<file path="src/rtl/rr_mux_reg_if.sv">
// Channel-side and consumer-side handshake bundle for rr_mux_reg.
// slave is the mux's view, master is the producer/consumer side.
interface rr_mux_reg_if #(
  parameter int N = 8,
  parameter int W = 8
) ();
  localparam int SW = $clog2(N);

  logic [N*W-1:0] in_data;
  logic [N-1:0]   in_valid;
  logic [N-1:0]   in_ready;
  logic           mode;
  logic [SW-1:0]  sel;
  logic [W-1:0]   out_data;
  logic [SW-1:0]  out_ch;
  logic           out_valid;
  logic           out_ready;

  modport slave (
    input  in_data,
    input  in_valid,
    output in_ready,
    input  mode,
    input  sel,
    output out_data,
    output out_ch,
    output out_valid,
    input  out_ready
  );

  modport master (
    output in_data,
    output in_valid,
    input  in_ready,
    output mode,
    output sel,
    input  out_data,
    input  out_ch,
    input  out_valid,
    output out_ready
  );
endinterface

</file>
<file path="src/rtl/rr_mux_reg.sv">
// Registered N:1 mux, round-robin or fixed select, valid/ready on all ports.
// RR_MUX_XFER_CNT_EN adds a saturating 16-bit output handshake counter.
module rr_mux_reg #(
  parameter  int N  = 8,
  parameter  int W  = 8,
  localparam int SW = $clog2(N)
) (
  input  logic         clk,
  input  logic         rst,
`ifdef RR_MUX_XFER_CNT_EN
  rr_mux_reg_if.slave  bus,
  output logic [15:0]  xfer_cnt
`else
  rr_mux_reg_if.slave  bus
`endif
);

  logic [SW-1:0] ptr;
  logic [SW-1:0] idx;
  logic [SW-1:0] rr_idx;
  logic          rr_hit;
  logic          fx_in;
  logic          fx_hit;
  logic [SW-1:0] grant;
  logic          grant_valid;
  logic [N-1:0]  gnt_oh;
  logic [W-1:0]  mux_data;
  logic          free;
  logic          take;

  assign free = ~bus.out_valid | bus.out_ready;

  // Walk ptr+N down to ptr+1 so the nearest hit is written last.
  always_comb begin
    rr_hit = 1'b0;
    rr_idx = '0;
    idx    = '0;
    for (int k = N; k >= 1; k--) begin
      idx = SW'((int'(ptr) + k) % N);
      if (bus.in_valid[idx]) begin
        rr_hit = 1'b1;
        rr_idx = idx;
      end
    end
  end

  assign fx_in  = {1'b0, bus.sel} < (SW+1)'(N);
  assign fx_hit = fx_in ? bus.in_valid[bus.sel] : 1'b0;

  always_comb begin
    grant       = '0;
    grant_valid = 1'b0;
    unique case (1'b1)
      ~bus.mode: begin
        grant       = rr_idx;
        grant_valid = rr_hit;
      end
      bus.mode: begin
        grant       = bus.sel;
        grant_valid = fx_hit;
      end
    endcase
  end

  always_comb begin
    gnt_oh = '0;
    for (int i = 0; i < N; i++) begin
      gnt_oh[i] = grant_valid && (grant == SW'(i));
    end
  end

  // AND-OR mux keyed by the one-hot grant, never indexes out of range.
  always_comb begin
    mux_data = '0;
    for (int i = 0; i < N; i++) begin
      mux_data = mux_data
               | (bus.in_data[i*W +: W] & {W{gnt_oh[i]}});
    end
  end

  assign bus.in_ready = {N{free & ~rst}} & gnt_oh;
  assign take         = free & grant_valid;

  always_ff @(posedge clk) begin
    if (rst) begin
      bus.out_valid <= 1'b0;
      bus.out_data  <= '0;
      bus.out_ch    <= '0;
    end else if (free) begin
      bus.out_valid <= grant_valid;
      if (grant_valid) begin
        bus.out_data <= mux_data;
        bus.out_ch   <= grant;
      end
    end
  end

  always_ff @(posedge clk) begin
    if (rst) begin
      ptr <= SW'(N - 1);
    end else if (take && !bus.mode) begin
      ptr <= grant;
    end
  end

`ifdef RR_MUX_XFER_CNT_EN
  always_ff @(posedge clk) begin
    if (rst) begin
      xfer_cnt <= '0;
    end else if (bus.out_valid && bus.out_ready
                 && xfer_cnt != 16'hFFFF) begin
      xfer_cnt <= xfer_cnt + 16'd1;
    end
  end
`endif

endmodule

</file>
<file path="src/flat_wrapper.sv">
// flat-port wrapper written by rule: the top's interface ports become plain ports
module rr_mux_reg_flat 
#(
  parameter  int N  = 8,
  parameter  int W  = 8,
  localparam int SW = $clog2(N)
)
  (clk, rst, bus_in_data, bus_in_valid, bus_in_ready, bus_mode, bus_sel, bus_out_data, bus_out_ch, bus_out_valid, bus_out_ready);
  rr_mux_reg_if #(.N(N), .W(W)) bus_i ();
  input  logic clk;
  input  logic rst;
  input wire logic [$bits(bus_i.in_data)-1:0] bus_in_data;
  input wire logic [$bits(bus_i.in_valid)-1:0] bus_in_valid;
  output wire logic [$bits(bus_i.in_ready)-1:0] bus_in_ready;
  input wire logic [$bits(bus_i.mode)-1:0] bus_mode;
  input wire logic [$bits(bus_i.sel)-1:0] bus_sel;
  output wire logic [$bits(bus_i.out_data)-1:0] bus_out_data;
  output wire logic [$bits(bus_i.out_ch)-1:0] bus_out_ch;
  output wire logic [$bits(bus_i.out_valid)-1:0] bus_out_valid;
  input wire logic [$bits(bus_i.out_ready)-1:0] bus_out_ready;
  assign bus_i.in_data = bus_in_data;
  assign bus_i.in_valid = bus_in_valid;
  assign bus_in_ready = bus_i.in_ready;
  assign bus_i.mode = bus_mode;
  assign bus_i.sel = bus_sel;
  assign bus_out_data = bus_i.out_data;
  assign bus_out_ch = bus_i.out_ch;
  assign bus_out_valid = bus_i.out_valid;
  assign bus_i.out_ready = bus_out_ready;
  rr_mux_reg #(.N(N), .W(W)) u_core (.clk(clk), .rst(rst), .bus(bus_i));
endmodule
</file>
<file path="config.mk">
export PLATFORM = sky130hd
export DESIGN_NAME = rr_mux_reg_flat
export DESIGN_NICKNAME = d
export VERILOG_FILES = /design/src/rtl/rr_mux_reg_if.sv /design/src/rtl/rr_mux_reg.sv /design/src/flat_wrapper.sv
export SDC_FILE = /design/constraint.sdc
export NUM_CORES = 1
export LEC_CHECK = 0
export CAP_MARGIN = 20
export CORE_MARGIN = 2
export CORE_UTILIZATION = 47
export CTS_CLUSTER_SIZE = 30
export DETAILED_ROUTE_END_ITERATION = 10
export PLACE_DENSITY = 0.95
export SYNTH_ARGS = -nofsm -noshare
export SYNTH_HDL_FRONTEND = slang
export SYNTH_SLANG_ARGS = --single-unit
</file>
<file path="constraint.sdc">
create_clock -name clk -period 10 [get_ports clk]
set_clock_uncertainty 0.15 [all_clocks]
set_input_delay 1.5 -clock clk [delete_from_list [all_inputs] [get_ports clk]]
set_output_delay 1.5 -clock clk [all_outputs]
set_load 0.02 [all_outputs]
</file>
## After elaboration in Yosys (flattened, before gate mapping)

Cells that the tools add are included.

| word-level totals | value |
|---|---|
| logic and storage cells | 98 |
| bits of input ports | 79 |
| register bits | 15 |

| operators by class | value |
|---|---|
| mux-type cells | 36 |
| $lt $le $gt $ge | 9 |
| equality and inequality tests | 7 |
| add/sub/neg operators | 8 |
| reduce and logical (&&, ||, !) cells | 12 |
| bitwise operators | 22 |

Operator list:

| kind | number |
|---|---|
| bitwise AND 8 bit | 9 |
| OR 8 bit | 7 |
| < comparator 3 x 4 -> 1 bit (second input constant) | 9 |
| binary-select mux 1 bit (select 3 bit) | 9 |
| 2-to-1 mux 3 bit | 8 |
| 2-to-1 mux 1 bit | 17 |
| adder 3 bit (second input constant) | 4 |
| == test 3 bit (second input constant) | 4 |
| logical AND 1 bit | 9 |
| adder 3 x 1 -> 3 bit (second input constant) | 2 |
| adder 3 x 2 -> 3 bit (second input constant) | 2 |
| == test 3 x 2 -> 1 bit (second input constant) | 2 |
| case mux 3 bit (2 select lines) | 1 |
| == test 3 x 1 -> 1 bit (second input constant) | 1 |
| logical NOT 3 bit | 1 |
| NOT 1 bit | 3 |
| bitwise AND 1 bit | 2 |
| case mux 1 bit (2 select lines) | 1 |
| AND reduction 2 bit | 1 |
| logical NOT 1 bit | 1 |
| OR 1 bit | 1 |

## Longest topological paths before layout

Gate-level depths: netlist (run 1).

| depth | value |
|---|---|
| word-level depth | 22 |
| mapped depth | 15 |

## Worst setup path after synthesis (run 1)

OpenSTA, ideal clock, no wires.

| timing | value |
|---|---|
| path type | input port to output port |
| from | input port bus_in_valid[7] |
| to | output port bus_in_ready[5] |
| stages on the path | 9 |
| buffers on the path | 2 |
| path slack | 4.296 ns |
| arrival time | 4.054 ns |
| required time | 8.350 ns |
| cell sequence | mux4_1 -> buf_2 -> mux2_4 -> and3_4 -> a211o_1 -> a41o_1 -> o31a_2 -> buf_2 -> nor3_1 |

| between the ends | value |
|---|---|
| word-level cells in the longest chain between the ends | 14 |

Ends and longest elaborated chain:

| element | RTL line | source |
|---|---|---|
| start, declared | flat_wrapper.sv:13 | `input wire logic [$bits(bus_i.in_valid)-1:0] bus_in_valid;` |
| binary-select mux 1 bit (select 3 bit) | rr_mux_reg.sv:40 | `if (bus.in_valid[idx]) begin` |
| 2-to-1 mux 1 bit (not written as such) | rr_mux_reg.sv:40 |  |
| 2-to-1 mux 3 bit (8 in a row) | rr_mux_reg.sv:40 |  |
| case mux 3 bit (2 select lines) | rr_mux_reg.sv:53 | `unique case (1'b1)` |
| == test 3 bit | rr_mux_reg.sv:68 | `gnt_oh[i] = grant_valid && (grant == SW'(i));` |
| logical AND 1 bit (*) | rr_mux_reg.sv:68 |  |
| bitwise AND 8 bit (*) | rr_mux_reg.sv:81 | `assign bus.in_ready = {N{free & ~rst}} & gnt_oh;` |
| end, declared | flat_wrapper.sv:14 | `output wire logic [$bits(bus_i.in_ready)-1:0] bus_in_ready;` |

Mark *: on every way between the ends. The rest lies on a longest branch, timed or not. The select of a mux whose other input is x is not followed.

## Worst setup path after layout (run 1)

| timing | value |
|---|---|
| from | register u_core.ptr[0] |
| to | output port bus_in_ready[1] |

| between the ends | value |
|---|---|
| word-level cells in the longest chain between the ends | 15 |

Ends and longest elaborated chain:

| element | RTL line | source |
|---|---|---|
| start, declared | rr_mux_reg.sv:18 | `logic [SW-1:0] ptr;` |
| start signal, assigned | rr_mux_reg.sv:100 | `ptr <= SW'(N - 1);` |
| start signal, assigned | rr_mux_reg.sv:102 | `ptr <= grant;` |
| adder 3 x 1 -> 3 bit | rr_mux_reg.sv:39 | `idx = SW'((int'(ptr) + k) % N);` |
| binary-select mux 1 bit (select 3 bit) | rr_mux_reg.sv:40 |  |
| 2-to-1 mux 1 bit (not written as such) | rr_mux_reg.sv:40 |  |
| 2-to-1 mux 3 bit (8 in a row) | rr_mux_reg.sv:40 |  |
| case mux 3 bit (2 select lines) | rr_mux_reg.sv:53 |  |
| == test 3 x 1 -> 1 bit | rr_mux_reg.sv:68 |  |
| logical AND 1 bit (*) | rr_mux_reg.sv:68 |  |
| bitwise AND 8 bit (*) | rr_mux_reg.sv:81 |  |

Marked as above.

==> results.txt, run 1 <==
- Final hold analysis gives a worst-case slack of 0.353 ns.
- The detailed router finished its first iteration with 425 violations.
- Dividing the detail-routed wire length by the instance count gives 19.7 microns.
* Mapped cell area: 0.00230 sq mm
* Accumulated negative setup slack: 0 ns
- By area, the combinational part of the netlist is dominated by compound AO/OA/AOI/OAI gates.
- Static timing analysis puts the maximum clock frequency at 141 MHz.
- Walking the worst path, the cells encountered are clkinv_1 -> ha_1 -> mux4_1 -> mux2i_2 -> o21ai_1 -> a211o_1 -> a41o_1 -> o21ai_2 -> nand2_1 -> nor3_1 -> clkdlybuf4s50_1.
- Buffers inserted during clock tree synthesis total 3.
- Highest metal layer with signal wires: met4
- Number of flip-flops and latches in the synthesized netlist: 15
- Cell area after layout: 0.00332 sq mm
* Number of vias after detailed routing: 2,894
* Leading cell types in the layout, fill and taps excluded: 98 x sky130_fd_sc_hd__clkdlybuf4s50_1, 26 x sky130_fd_sc_hd__nand2_1, 22 x sky130_fd_sc_hd__nor2_1
- At the worst endpoint, the arrival time is 5.45 ns.
* Share of post-route cells with drive strength above 1: 0.122
- Placed Instance Area: ~0.0033 sq mm
- For this run, design rule violations remaining after detail routing come to 0.
- For this configuration, the core starts out at a cell density of 0.488.
* Logic depth of the worst register-to-register path: 11
- Kind of path behind the tightest hold check: register to register
* Placed cell count: 424
* GRT Residual Overflow: 0
* Worst R2R Start: u_core.ptr[0]
- The number of global-route vias before repair was 2,633.
* Placeable core region: 0.00472 sq mm
- Launching instance or port of the critical path: u_core.ptr[0]
* Period utilisation layout: 0.710
- Across every metal layer, demand over resource in global routing totals 0.303.
- STA classifies the critical path endpoint as an output pin.
* Synth top area cells: sky130_fd_sc_hd__dfxtp_1 13%, sky130_fd_sc_hd__mux4_2 9.8%, sky130_fd_sc_hd__mux2_2 5.9%, sky130_fd_sc_hd__mux4_1 4.6%, sky130_fd_sc_hd__mux2i_1 4.3%
- Entering global routing, the biggest net connects 21 pins.
- The first global-routing pass estimated ~13,000 microns of wire.
* Clock-pin slew on the worst setup and hold paths: 0.07 ns
* Endpoint required time on the critical path: approximately 8.4 ns
* Overall die area: 0.00548 sq mm
* Critical path's slowest cell: sky130_fd_sc_hd__mux4_1
- Multiplexer share of the synthesized area: 0.268
- Met2 wire len: 4070 microns
- Nets in the synthesized netlist: 358
- The post-synthesis compound-gate area fraction was 0.325.
- Sink count of the clock tree: 15
* Setup slack of the worst register-to-register path: 4.61 ns
* Adder-cell area share of the yosys netlist: 0.0109
- In this design, the stage delay of the slowest critical-path cell is 0.75 ns.
- CP Capture Point: bus_in_ready[1]
* Lkg Pwr: 1.21 nW
- Setup violations remaining at the end of the flow were counted as 0.
- Setup repair after global routing left no endpoint under its margin.
- Max transition margin: 0.341
- Cell Pwr Density: 215 mW/mm^2
- The biggest area contributor in the post-synthesis netlist is sky130_fd_sc_hd__dfxtp_1.
- Commonest non-fill, non-tap cell in the layout: sky130_fd_sc_hd__clkdlybuf4s50_1
- In this run the remaining antenna-violating nets after routing total 0.
- Count of inserted antenna diode cells: 0
- Counting flops with a built-in enable in the synthesized netlist gives 0.
- Maximum fanout along the worst path: 14
* Total of buffers placed on input and output ports: 98
- Among all flip-flop cells after synthesis, the most frequent one is sky130_fd_sc_hd__dfxtp_1.
* Die width: 74.0 microns
- The netlist uses 64 different library cells.
- At the placement stage, the worst setup path has a slack of 3.12 ns.
* Proportion of netlist area held by the largest area contributor: 0.130
- CTS built an H-tree with a depth of 1.
* Cts-stage hold buffer count: 0
* Outcome: finished, final reports clean
- The number of failing hold endpoints at the final stage is 0.
- Half-perimeter wire length after detailed placement: 6580 microns
- For this block, wires on met1 add up to 3220 microns.
- Relative to the synthesized area, the layout overhead comes to 44.0%.
- In this run the critical register-to-register path is captured at u_core.bus.out_data[6].
- For this run, asynchronously set or reset flops after synthesis account for 0.
- Bufs on Longest Clock Path: 2
* Count of synthesis-stage warnings from yosys: 0
- Number of antenna violations at the first check in global routing: 0
* Total wire length after detailed routing: 8420 microns
- Crit Path Class: register to output pin
* DR vias/cell: 6.76
- Vertical extent of the die: 74.0 microns
- First-pass iteration count of the detailed router: 6
* Detailed-routed wire length on met3: 916 microns
- The routed design could run at a clock period as short as 7.10 ns.
* Peak supply drop: roughly 0.13 mV
- The share of the Yosys chip area taken by registers is 0.130.
- The tool flagged a number of max-cap violations equal to 0.
- The clock reaches the later pin of the worst-skew pair after 0.25 ns.
- 99 I/O pins were placed.
- Final design utilization: 0.703
- Root buffer selected by CTS: sky130_fd_sc_hd__clkbuf_8
* Post-cts gate resize count: 0
- Synth Area in XOR/XNOR: 0.0190
* Synth Area in Simple Gates: 0.179
- Nets: around 440
- Global placer's final weighted congestion: about 0.93
- For the pin with the worst max-slew slack, the measured transition is slightly below 1 ns.
- Cell Count, Final, Fillers Out: 428
- After floorplanning, the core was divided into 25 placement rows.
* Setup Fix Bufs, Post-CTS: 0
- In the post-route analysis, the smallest setup slack over all paths is 2.90 ns.
- TritonCTS clock tree: built
- Critical Path Start Type: register
- Final slew viol count: 0
- Syn Area/Cell: 8.32 sq um
* Synth Instances: approximately 280
- After layout, the design draws a total of 0.714 mW.
[report_power, final]
part | switching [mW] | internal, mW | total [mW]
registers | 0.0218 | 0.0749 | 0.0967
logic | 0.326 | 0.241 | 0.567
clock network | 0.0226 | 0.0276 | 0.0502
[Yosys cell counts, types with 4 or more instances]
cell and instances:
sky130_fd_sc_hd__a211oi_1 7, sky130_fd_sc_hd__a21oi_1 12, sky130_fd_sc_hd__a221oi_1 8, sky130_fd_sc_hd__a22oi_1 5
sky130_fd_sc_hd__a311oi_1 6, sky130_fd_sc_hd__a32oi_1 5, sky130_fd_sc_hd__buf_2 8, sky130_fd_sc_hd__clkbuf_1 7
sky130_fd_sc_hd__dfxtp_1 15, sky130_fd_sc_hd__inv_1 13, sky130_fd_sc_hd__mux2_2 12, sky130_fd_sc_hd__mux2i_1 10
sky130_fd_sc_hd__mux4_1 4, sky130_fd_sc_hd__mux4_2 10, sky130_fd_sc_hd__nand2_1 26, sky130_fd_sc_hd__nand2b_1 5
sky130_fd_sc_hd__nand3_1 7, sky130_fd_sc_hd__nor2_1 22, sky130_fd_sc_hd__nor3_1 10, sky130_fd_sc_hd__nor4_1 4
sky130_fd_sc_hd__o21ai_0 11, sky130_fd_sc_hd__o22ai_1 6, sky130_fd_sc_hd__o31ai_1 4
[state kept, by name, summed over array words and instances, names as in the netlist]
signal and count:
u_core.bus.out_data 8, u_core.ptr 3, u_core.bus.out_valid 1, u_core.bus.out_ch 3
[critical path: cells and delay by family, from the launching register on]
kind | cells | cell delay, ns
flip-flops | 1 | 0.72
AO/OA/AOI/OAI | 4 | 1.18
buffers and inverters | 2 | 1.12
AND/OR/NAND/NOR | 2 | 0.34
multiplexers | 2 | 1.10
adder cells (fa/ha/maj) | 1 | 0.73
[final cells by class]
class / instances / area [sq um]
Clock inverter: 1 / 5.00
Inverter: 14 / 52.6
Fill cell: 354 / 1400
Tap cell: 67 / 83.8
Timing Repair Buffer: 99 / 988
Multi-Input combinational cell: 229 / 1850
Clock buffer: 3 / 41.3
Sequential cell: 15 / 300
[layer usage]
| layer | vias up | global-route usage |
|---|---|---|
| met5 | - | 0 |
| met4 | 0 | 0.0727 |
| met3 | 33 | 0.0515 |
| met2 | 234 | 0.492 |
| met1 | 1341 | 0.421 |
| li1 | 1286 | - |
[logic make-up after synthesis]
family / after synthesis
compound gates: 100
simple gates: 83
mux: 39
buf+inv: 33
flops: 15
xor+xnor: 5
fa+ha+maj: 2
[how the worst min path moves through the flow]
stage	from	endpoint	depth (start not counted)
6_report	u_core.bus.out_data[2]	u_core.bus.out_data[2]	2
5_1_grt	u_core.bus.out_data[2]	u_core.bus.out_data[2]	2
4_1_cts	u_core.bus.out_data[3]	u_core.bus.out_data[3]	2
3_5_place_dp	u_core.bus.out_data[3]	u_core.bus.out_data[3]	2
3_3_place_gp	u_core.bus.out_data[2]	u_core.bus.out_data[2]	2
2_1_floorplan	u_core.bus.out_data[0]	u_core.bus.out_data[0]	2
(Power assumes the default switching activity.)
==> inputs of run 2 (changes only) <==
Settings changed: CORE_UTILIZATION 47 to 44, PLACE_DENSITY 0.95 to 0.94.
Clock period 10 ns to 6.9 ns, I/O delays scaled along.
==> results.txt, run 2 (same netlist as run 1, synthesis figures left out) <==
- Outcome: finished, final reports clean
- Maximum fanout along the worst path: 13 (-1)
- Count of unresolved DRC violations after routing: 0 (unchanged)
- The final setup violation count came to 0 (unchanged).
* WHS: 0.352 ns (-0.000713 ns)
- DRC marker count from the first detailed-route iteration: 326 (-23%)
- The quantity of gates resized following cts was 0 (unchanged).
- The half-perimeter wire length after detailed placement was 6770 microns (+2.8%).
- The post-route non-filler standard cell count came to 435 (+1.6%).
- Final design utilization: 0.661 (-0.0423)
* TritonCTS clock tree: built
* Period utilisation layout: 0.918
- Lkg Pwr: 1.22 nW (+1.3%)
- Leaving out fill and tap cells, the most frequent cells in the layout are 98 x sky130_fd_sc_hd__clkdlybuf4s50_1, 26 x sky130_fd_sc_hd__nand2_1, 22 x sky130_fd_sc_hd__nor2_1.
* Placed cell count: 431 (+1.7%)
- Worst Setup End Kind: output pin
- Transition at the pin with the smallest max-transition slack: 0.921 ns (-0.0548 ns)
- The post-detailed-routing wire length came to 8830 microns (+4.9%).
* Endpoint required time on the critical path: 5.71 ns (-2.64 ns)
* Peak supply drop: 0.174 mV (+37%)
- Max transition margin: 0.378 (+0.0370)
- The instance area at placement was 0.00331 sq mm (+1.0%).
* Count of inserted antenna diode cells: 0 (unchanged)
- Relative to the synthesized area, the layout overhead comes to 45.4%.
- Number of antenna violations at the first check in global routing: 0 (unchanged)
- Crit Path Class: register to output pin
- The area of the core region was 0.00507 sq mm (+7.4%).
- The number of failing hold endpoints at the final stage was 0 (unchanged).
- The setup TNS came to 0 ns (unchanged).
* Max Freq: around 160 MHz
* Max Cap Viol: 0 (unchanged)
- Number of core rows: 26 (+4.0%)
- GRT Residual Overflow: 0 (unchanged)
- The initial core utilization was 0.454 (-0.0338).
* Cell Pwr Density: 319 mW/mm^2 (+48%)
- The signal arrival time at the worst endpoint is 5.15 ns (-0.30 ns).
* Wire length per cell after detailed routing: 20.3 microns (+3.2%)
* Setup repair after global routing missed its margin: false
- Clock-pin slew on the worst setup and hold paths: 0.06 ns (about the same)
* Share of post-route cells with drive strength above 1: 0.129 (+0.00688)
- Die width: 76.4 microns (+3.2%)
- The cts-stage hold buffer count is 0 (unchanged).
* Total of buffers placed on input and output ports: 98 (unchanged)
- The number of levels the H-tree was split into came to 1 (unchanged).
- Nets: 447 (+0.90%)
* Total global routing track utilization: 0.293 (-0.0105)
- The wire length of the first global-routing pass is 13,800 microns (+6.4%).
- Ranked by flip-flop count, first place goes to u_core.bus.out_data.
- Setup Fix Bufs, Post-CTS: 0 (unchanged)
* Setup slack of the worst register-to-register path: 1.70 ns (-2.91 ns)
- The floorplan die height is 76.4 microns (+3.2%).
- Vias in the first global route: 2,738 (+4.0%)
- The filler cell count in the final layout was 401 (+13%).
- The worst setup path is launched from a register.
- Registers with the highest flip-flop counts: u_core.bus.out_data: 8 flops, u_core.bus.out_ch: 3 flops, u_core.ptr: 3 flops
* Number of flip-flops in the largest register: 8 (unchanged)
- First-pass iteration count of the detailed router: 5 (-1)
- Clock latency on the worst-skew pair: 0.25 ns (about the same)
- Kind of path behind the tightest hold check: register to register
- Final slew viol count: 0 (unchanged)
- The number of vias after detailed routing is 2,899 (+0.17%).
* Root buffer selected by CTS: sky130_fd_sc_hd__clkbuf_8
- The routability congestion estimate from global placement is 0.924 (-1.1%).
* Cell area after layout: 0.00335 sq mm (+0.98%)
* Pin count of the biggest net entering global routing: 21 (unchanged)
- The routed via count divided by cell count is 6.66 (-1.4%).
* Commonest non-fill, non-tap cell in the layout: sky130_fd_sc_hd__clkdlybuf4s50_1
- The count of antenna-violating nets left after detailed routing was 0 (unchanged).
* Sink count of the clock tree: 15 (unchanged)
- The area of the die came to 0.00583 sq mm (+6.4%).
* Min cycle time layout: 6.33 ns
- Number of buffers created by CTS: 3 (unchanged)
- The buffer levels on the longest clock path is 2 (unchanged).
- Number of I/O pins: 99 (unchanged)
-- run 2: cell types whose count changed in the layout (fill, tap and decap cells not counted), sizes merged --
cell / before / now
buf: 1 / 5
clkinv: 2 / 1
clkbuf: 3 / 4
-- run 2: path summary, 6_finish.rpt --
| check | startpoint | end | cells after the start |
|---|---|---|---|
| worst max-delay path | u_core.ptr[0] | bus_in_ready[5] | 10 |
| worst min-delay path | u_core.bus.out_ch[2] | u_core.bus.out_ch[2] | 2 |
| worst max register to register | u_core.ptr[0] | u_core.bus.out_data[2] | 11 |
| worst min register to register | u_core.bus.out_ch[2] | u_core.bus.out_ch[2] | 2 |
-- run 2: layer usage --
layer	track usage	wire length, microns	up-vias
li1	-	-	1290
met5	0	0	-
met4	0.131	363	0
met1	0.374	3460	1353
met2	0.486	4270	216
met3	0.0462	731	40
-- run 2: area by class of cell --
cell class | count | area, sq um | area share
clock buffer | 4 | 45.0 | 0.0134
multi-input combinational | 229 | 1850 | 0.551
tap | 70 | 87.6 | 0.0261
timing repair buffer | 103 | 1020 | 0.304
inverter | 14 | 52.6 | 0.0157
sequential | 15 | 300 | 0.0896
-- run 2: critical path: stages, from the launching register on --
cell and delay (ns):
sky130_fd_sc_hd__dfxtp_1 0.70, sky130_fd_sc_hd__clkinv_1 0.43, sky130_fd_sc_hd__ha_1 0.71, sky130_fd_sc_hd__mux4_1 0.74, sky130_fd_sc_hd__mux2i_2 0.36, sky130_fd_sc_hd__o21ai_1 0.12, sky130_fd_sc_hd__a211o_1 0.30, sky130_fd_sc_hd__a41o_1 0.26
sky130_fd_sc_hd__o31a_2 0.45, sky130_fd_sc_hd__nor3_1 0.19, sky130_fd_sc_hd__clkdlybuf4s50_1 0.63
-- run 2: metrics by stage --
| stage | setup WS (ns) | power [mW] |
|---|---|---|
| after floorplan | 2.00 | 0.719 |
| after global placement | 1.08 | 0.940 |
| after detailed placement | 0.905 | 0.961 |
| after CTS | 0.621 | 1.04 |
| after global routing | 0.0876 | 1.12 |
| final | 0.569 | 1.07 |
-- run 2: power breakdown --
part           switching (mW)  total, mW  internal, mW
clock network          0.0330     0.0740        0.0410
logic                   0.498      0.859         0.362
registers              0.0270      0.136         0.109
==> inputs of run 3 (changes only) <==
Settings changed: CORE_ASPECT_RATIO set to 1.2, CTS_CLUSTER_DIAMETER set to 150.
==> results.txt, run 3 (same netlist as run 1, synthesis figures left out) <==
- DR vias/cell: 6.81 (+2.2%)
- Final setup violation count: 0 (unchanged)
* Met3 Resource Use GR: 0.0388 (-0.00737)
* Share of post-route cells with drive strength above 1: 0.134 (+0.00511)
- The tightest slew margin relative to the limit is 0.484 (+0.106).
* Clock-pin slew on the worst setup and hold paths: 0.07 ns (about the same)
- Post-cts gate resize count: 0 (unchanged)
- The initial antenna violation count was 0 (unchanged).
- Max Freq: 154 MHz (-2.4%)
* Setup Fix Bufs, Post-CTS: 0 (unchanged)
* Area taken by flip-flops and latches: 300 sq um (unchanged)
* Count of inserted antenna diode cells: 0 (unchanged)
- Cell Chain, Critical Path: clkinv_1 -> ha_1 -> mux4_1 -> mux2i_2 -> mux2i_1 -> nor3_1 -> a21boi_0 -> o21ai_2 -> nor3_1 -> clkdlybuf4s50_1
* Stage delay of the slowest cell on the critical path: 0.73 ns (about the same)
- The count of buffers inserted at the top-level ports was 98 (unchanged).
- Placeable core region: 0.00497 sq mm (-2.0%)
* Most common cell on crit path: sky130_fd_sc_hd__nor3_1
- The maximum number of pins on one net before global-route repair came to 21 (unchanged).
- Final Hold Violating Endpoints: 0 (unchanged)
* Sink count of the clock tree: 15 (unchanged)
- Met2 GRT Util: 0.486 (about the same)
- The filler cell count in the final layout is 384 (-4.2%).
- Die width: 70.1 microns (-8.3%)
* Vertical extent of the die: 83.3 microns (+9.0%)
* Final slew viol count: 0 (unchanged)
- Registers with the highest flip-flop counts: u_core.bus.out_data: 8 flops, u_core.bus.out_ch: 3 flops, u_core.ptr: 3 flops
* Endpoint required time on the critical path: 5.71 ns (about the same)
- The combined area of the multi-input logic cells was 0.00185 sq mm (unchanged).
* TritonCTS clock tree: built
- The half-perimeter wire length after detailed placement came to 6740 microns (-0.36%).
- The placement-stage worst setup slack is 0.804 ns (-0.101 ns).
- The worst hold path belongs to the class register to register.
* Worst Setup End Kind: output pin
- Worst Path Buf+Inv: 2 (unchanged)
* Outcome: finished, final reports clean
* Number of buffers created by CTS: 3 (unchanged)
- The number of global-route vias before repair is 2,744 (+0.22%).
- Transition at the pin with the smallest max-transition slack: 0.773 ns (-0.148 ns)
* Antenna-violating nets left: 0 (unchanged)
- STA classifies the critical path startpoint as a register.
- Met1 GRT Util: 0.370 (-0.00466)
- Initial core utilization: 0.463 (+0.00914)
- Period utilisation layout: 0.940 (+0.0228)
- u_core.bus.out_data holds more flip-flops than any other register.
* Clock latency on the worst-skew pair: 0.26 ns (about the same)
- The routed wirelength normalized by instance count is 20.3 microns (about the same).
- First-pass GRT wire length: 13,700 microns (-0.80%)
- Largest delay contributor family on the critical path: multiplexers
- The number of levels the H-tree was split into is 1 (unchanged).
* Number of core rows: 28 (+7.7%)
- Max Cap Viol: 0 (unchanged)
- The maximum fanout count along the critical path is 13 (unchanged).
- Lkg Pwr: 1.23 nW (+0.64%)
- GRT Residual Overflow: 0 (unchanged)
- Leaving out fill and tap cells, the most frequent cells in the layout are 98 x sky130_fd_sc_hd__clkdlybuf4s50_1, 26 x sky130_fd_sc_hd__nand2_1, 22 x sky130_fd_sc_hd__nor2_1.
- The area of the die is 0.00584 sq mm (about the same).
- The flip-flop count of the largest register after layout is 8 (unchanged).
- The remaining design rule violation count was 0 (unchanged).
* Critical path's slowest cell: sky130_fd_sc_hd__mux4_1
- Cell Pwr Density: 315 mW/mm^2 (-1.2%)
- Number of vias after detailed routing: 2,901 (+0.069%)
- After global routing, the most crowded layer is met2.
- Cts-stage hold buffer count: 0 (unchanged)
* Nets: 448 (+0.22%)
- Min cycle time layout: 6.49 ns (+0.157 ns)
- Global placer's final weighted congestion: 0.983 (+6.4%)
* Crit Path Class: register to output pin
- The setup TNS was 0 ns (unchanged).
- Peak supply drop: 0.216 mV (+24%)
- Final Worst Setup Slack: 0.412 ns (-0.157 ns)
- The initial DRC count was 304 (-6.7%).
* First-pass iteration count of the detailed router: 5 (unchanged)
* Total global routing track utilization: 0.288 (-0.00460)
- Leaving out fill and tap cells, the most frequent cell in the layout is sky130_fd_sc_hd__clkdlybuf4s50_1.
- Root buffer selected by CTS: sky130_fd_sc_hd__clkbuf_8
- The signal arrival time at the worst endpoint is 5.30 ns (+0.15 ns).
* Number of I/O pins: 99 (unchanged)
* Bufs on Longest Clock Path: 2 (unchanged)
- Setup repair after global routing missed its margin: false
- Relative to the synthesized area, the layout overhead comes to 45.3%.
- Total wire length after detailed routing: 8650 microns (-2.0%)
## run 3: cell types whose count changed in the layout (fill, tap and decap cells not counted)
cell | previous run | this run
sky130_fd_sc_hd__buf_4 | 5 | 6
sky130_fd_sc_hd__clkbuf_1 | 1 | 0
sky130_fd_sc_hd__clkinv_2 | 0 | 1
## run 3: worst paths after layout
path	from	to	slack [ns]	depth (start not counted)
setup / recovery	u_core.ptr[0]	bus_in_ready[7]	0.41	10
hold / removal	u_core.bus.out_data[4]	u_core.bus.out_data[4]	0.36	2
setup reg to reg	u_core.ptr[0]	u_core.bus.out_data[3]	1.58	11
hold reg to reg	u_core.bus.out_data[4]	u_core.bus.out_data[4]	0.36	2
## run 3: where the power goes
| part | total [mW] | internal, mW | switching, mW |
|---|---|---|---|
| registers | 0.134 | 0.108 | 0.0255 |
| clock network | 0.0769 | 0.0402 | 0.0367 |
| logic | 0.844 | 0.362 | 0.482 |
| total | 1.05 | 0.511 | 0.544 |
## run 3: worst min-delay path: stages (launching register included)
cell and delay, ns:
sky130_fd_sc_hd__dfxtp_1 0.31, sky130_fd_sc_hd__nor2_1 0.10, sky130_fd_sc_hd__a311oi_1 0.05
## run 3: routing by layer
metal / wire (microns) / vias to the layer above
li1: - / 1293
met1: 3310 / 1385
met2: 4240 / 197
met3: 806 / 26
met4: 294 / 0
met5: 0 / -
## run 3: through the flow
stage / instance area [sq um] / util / hold slack, ns / instances / power (mW)
6_report: 3350 / 0.673 / 0.361 / 426 / 1.05
5_1_grt: 3350 / 0.673 / 0.399 / 426 / 1.11
4_1_cts: 3350 / 0.673 / 0.351 / 426 / 1.03
3_5_place_dp: 3300 / 0.664 / 0.342 / 422 / 0.953
3_3_place_gp: 3300 / 0.664 / 0.337 / 422 / 0.929
2_1_floorplan: 2300 / - / 0.419 / 277 / 0.719
## run 3: layout make-up
cell class,instances,share of cell area
Clock inverter,1,0.00149
Multi-Input combinational cell,229,0.552
Inverter,14,0.0157
Tap cell,60,0.0224
Sequential cell,15,0.0897
Timing Repair Buffer,104,0.306
Clock buffer,3,0.0123
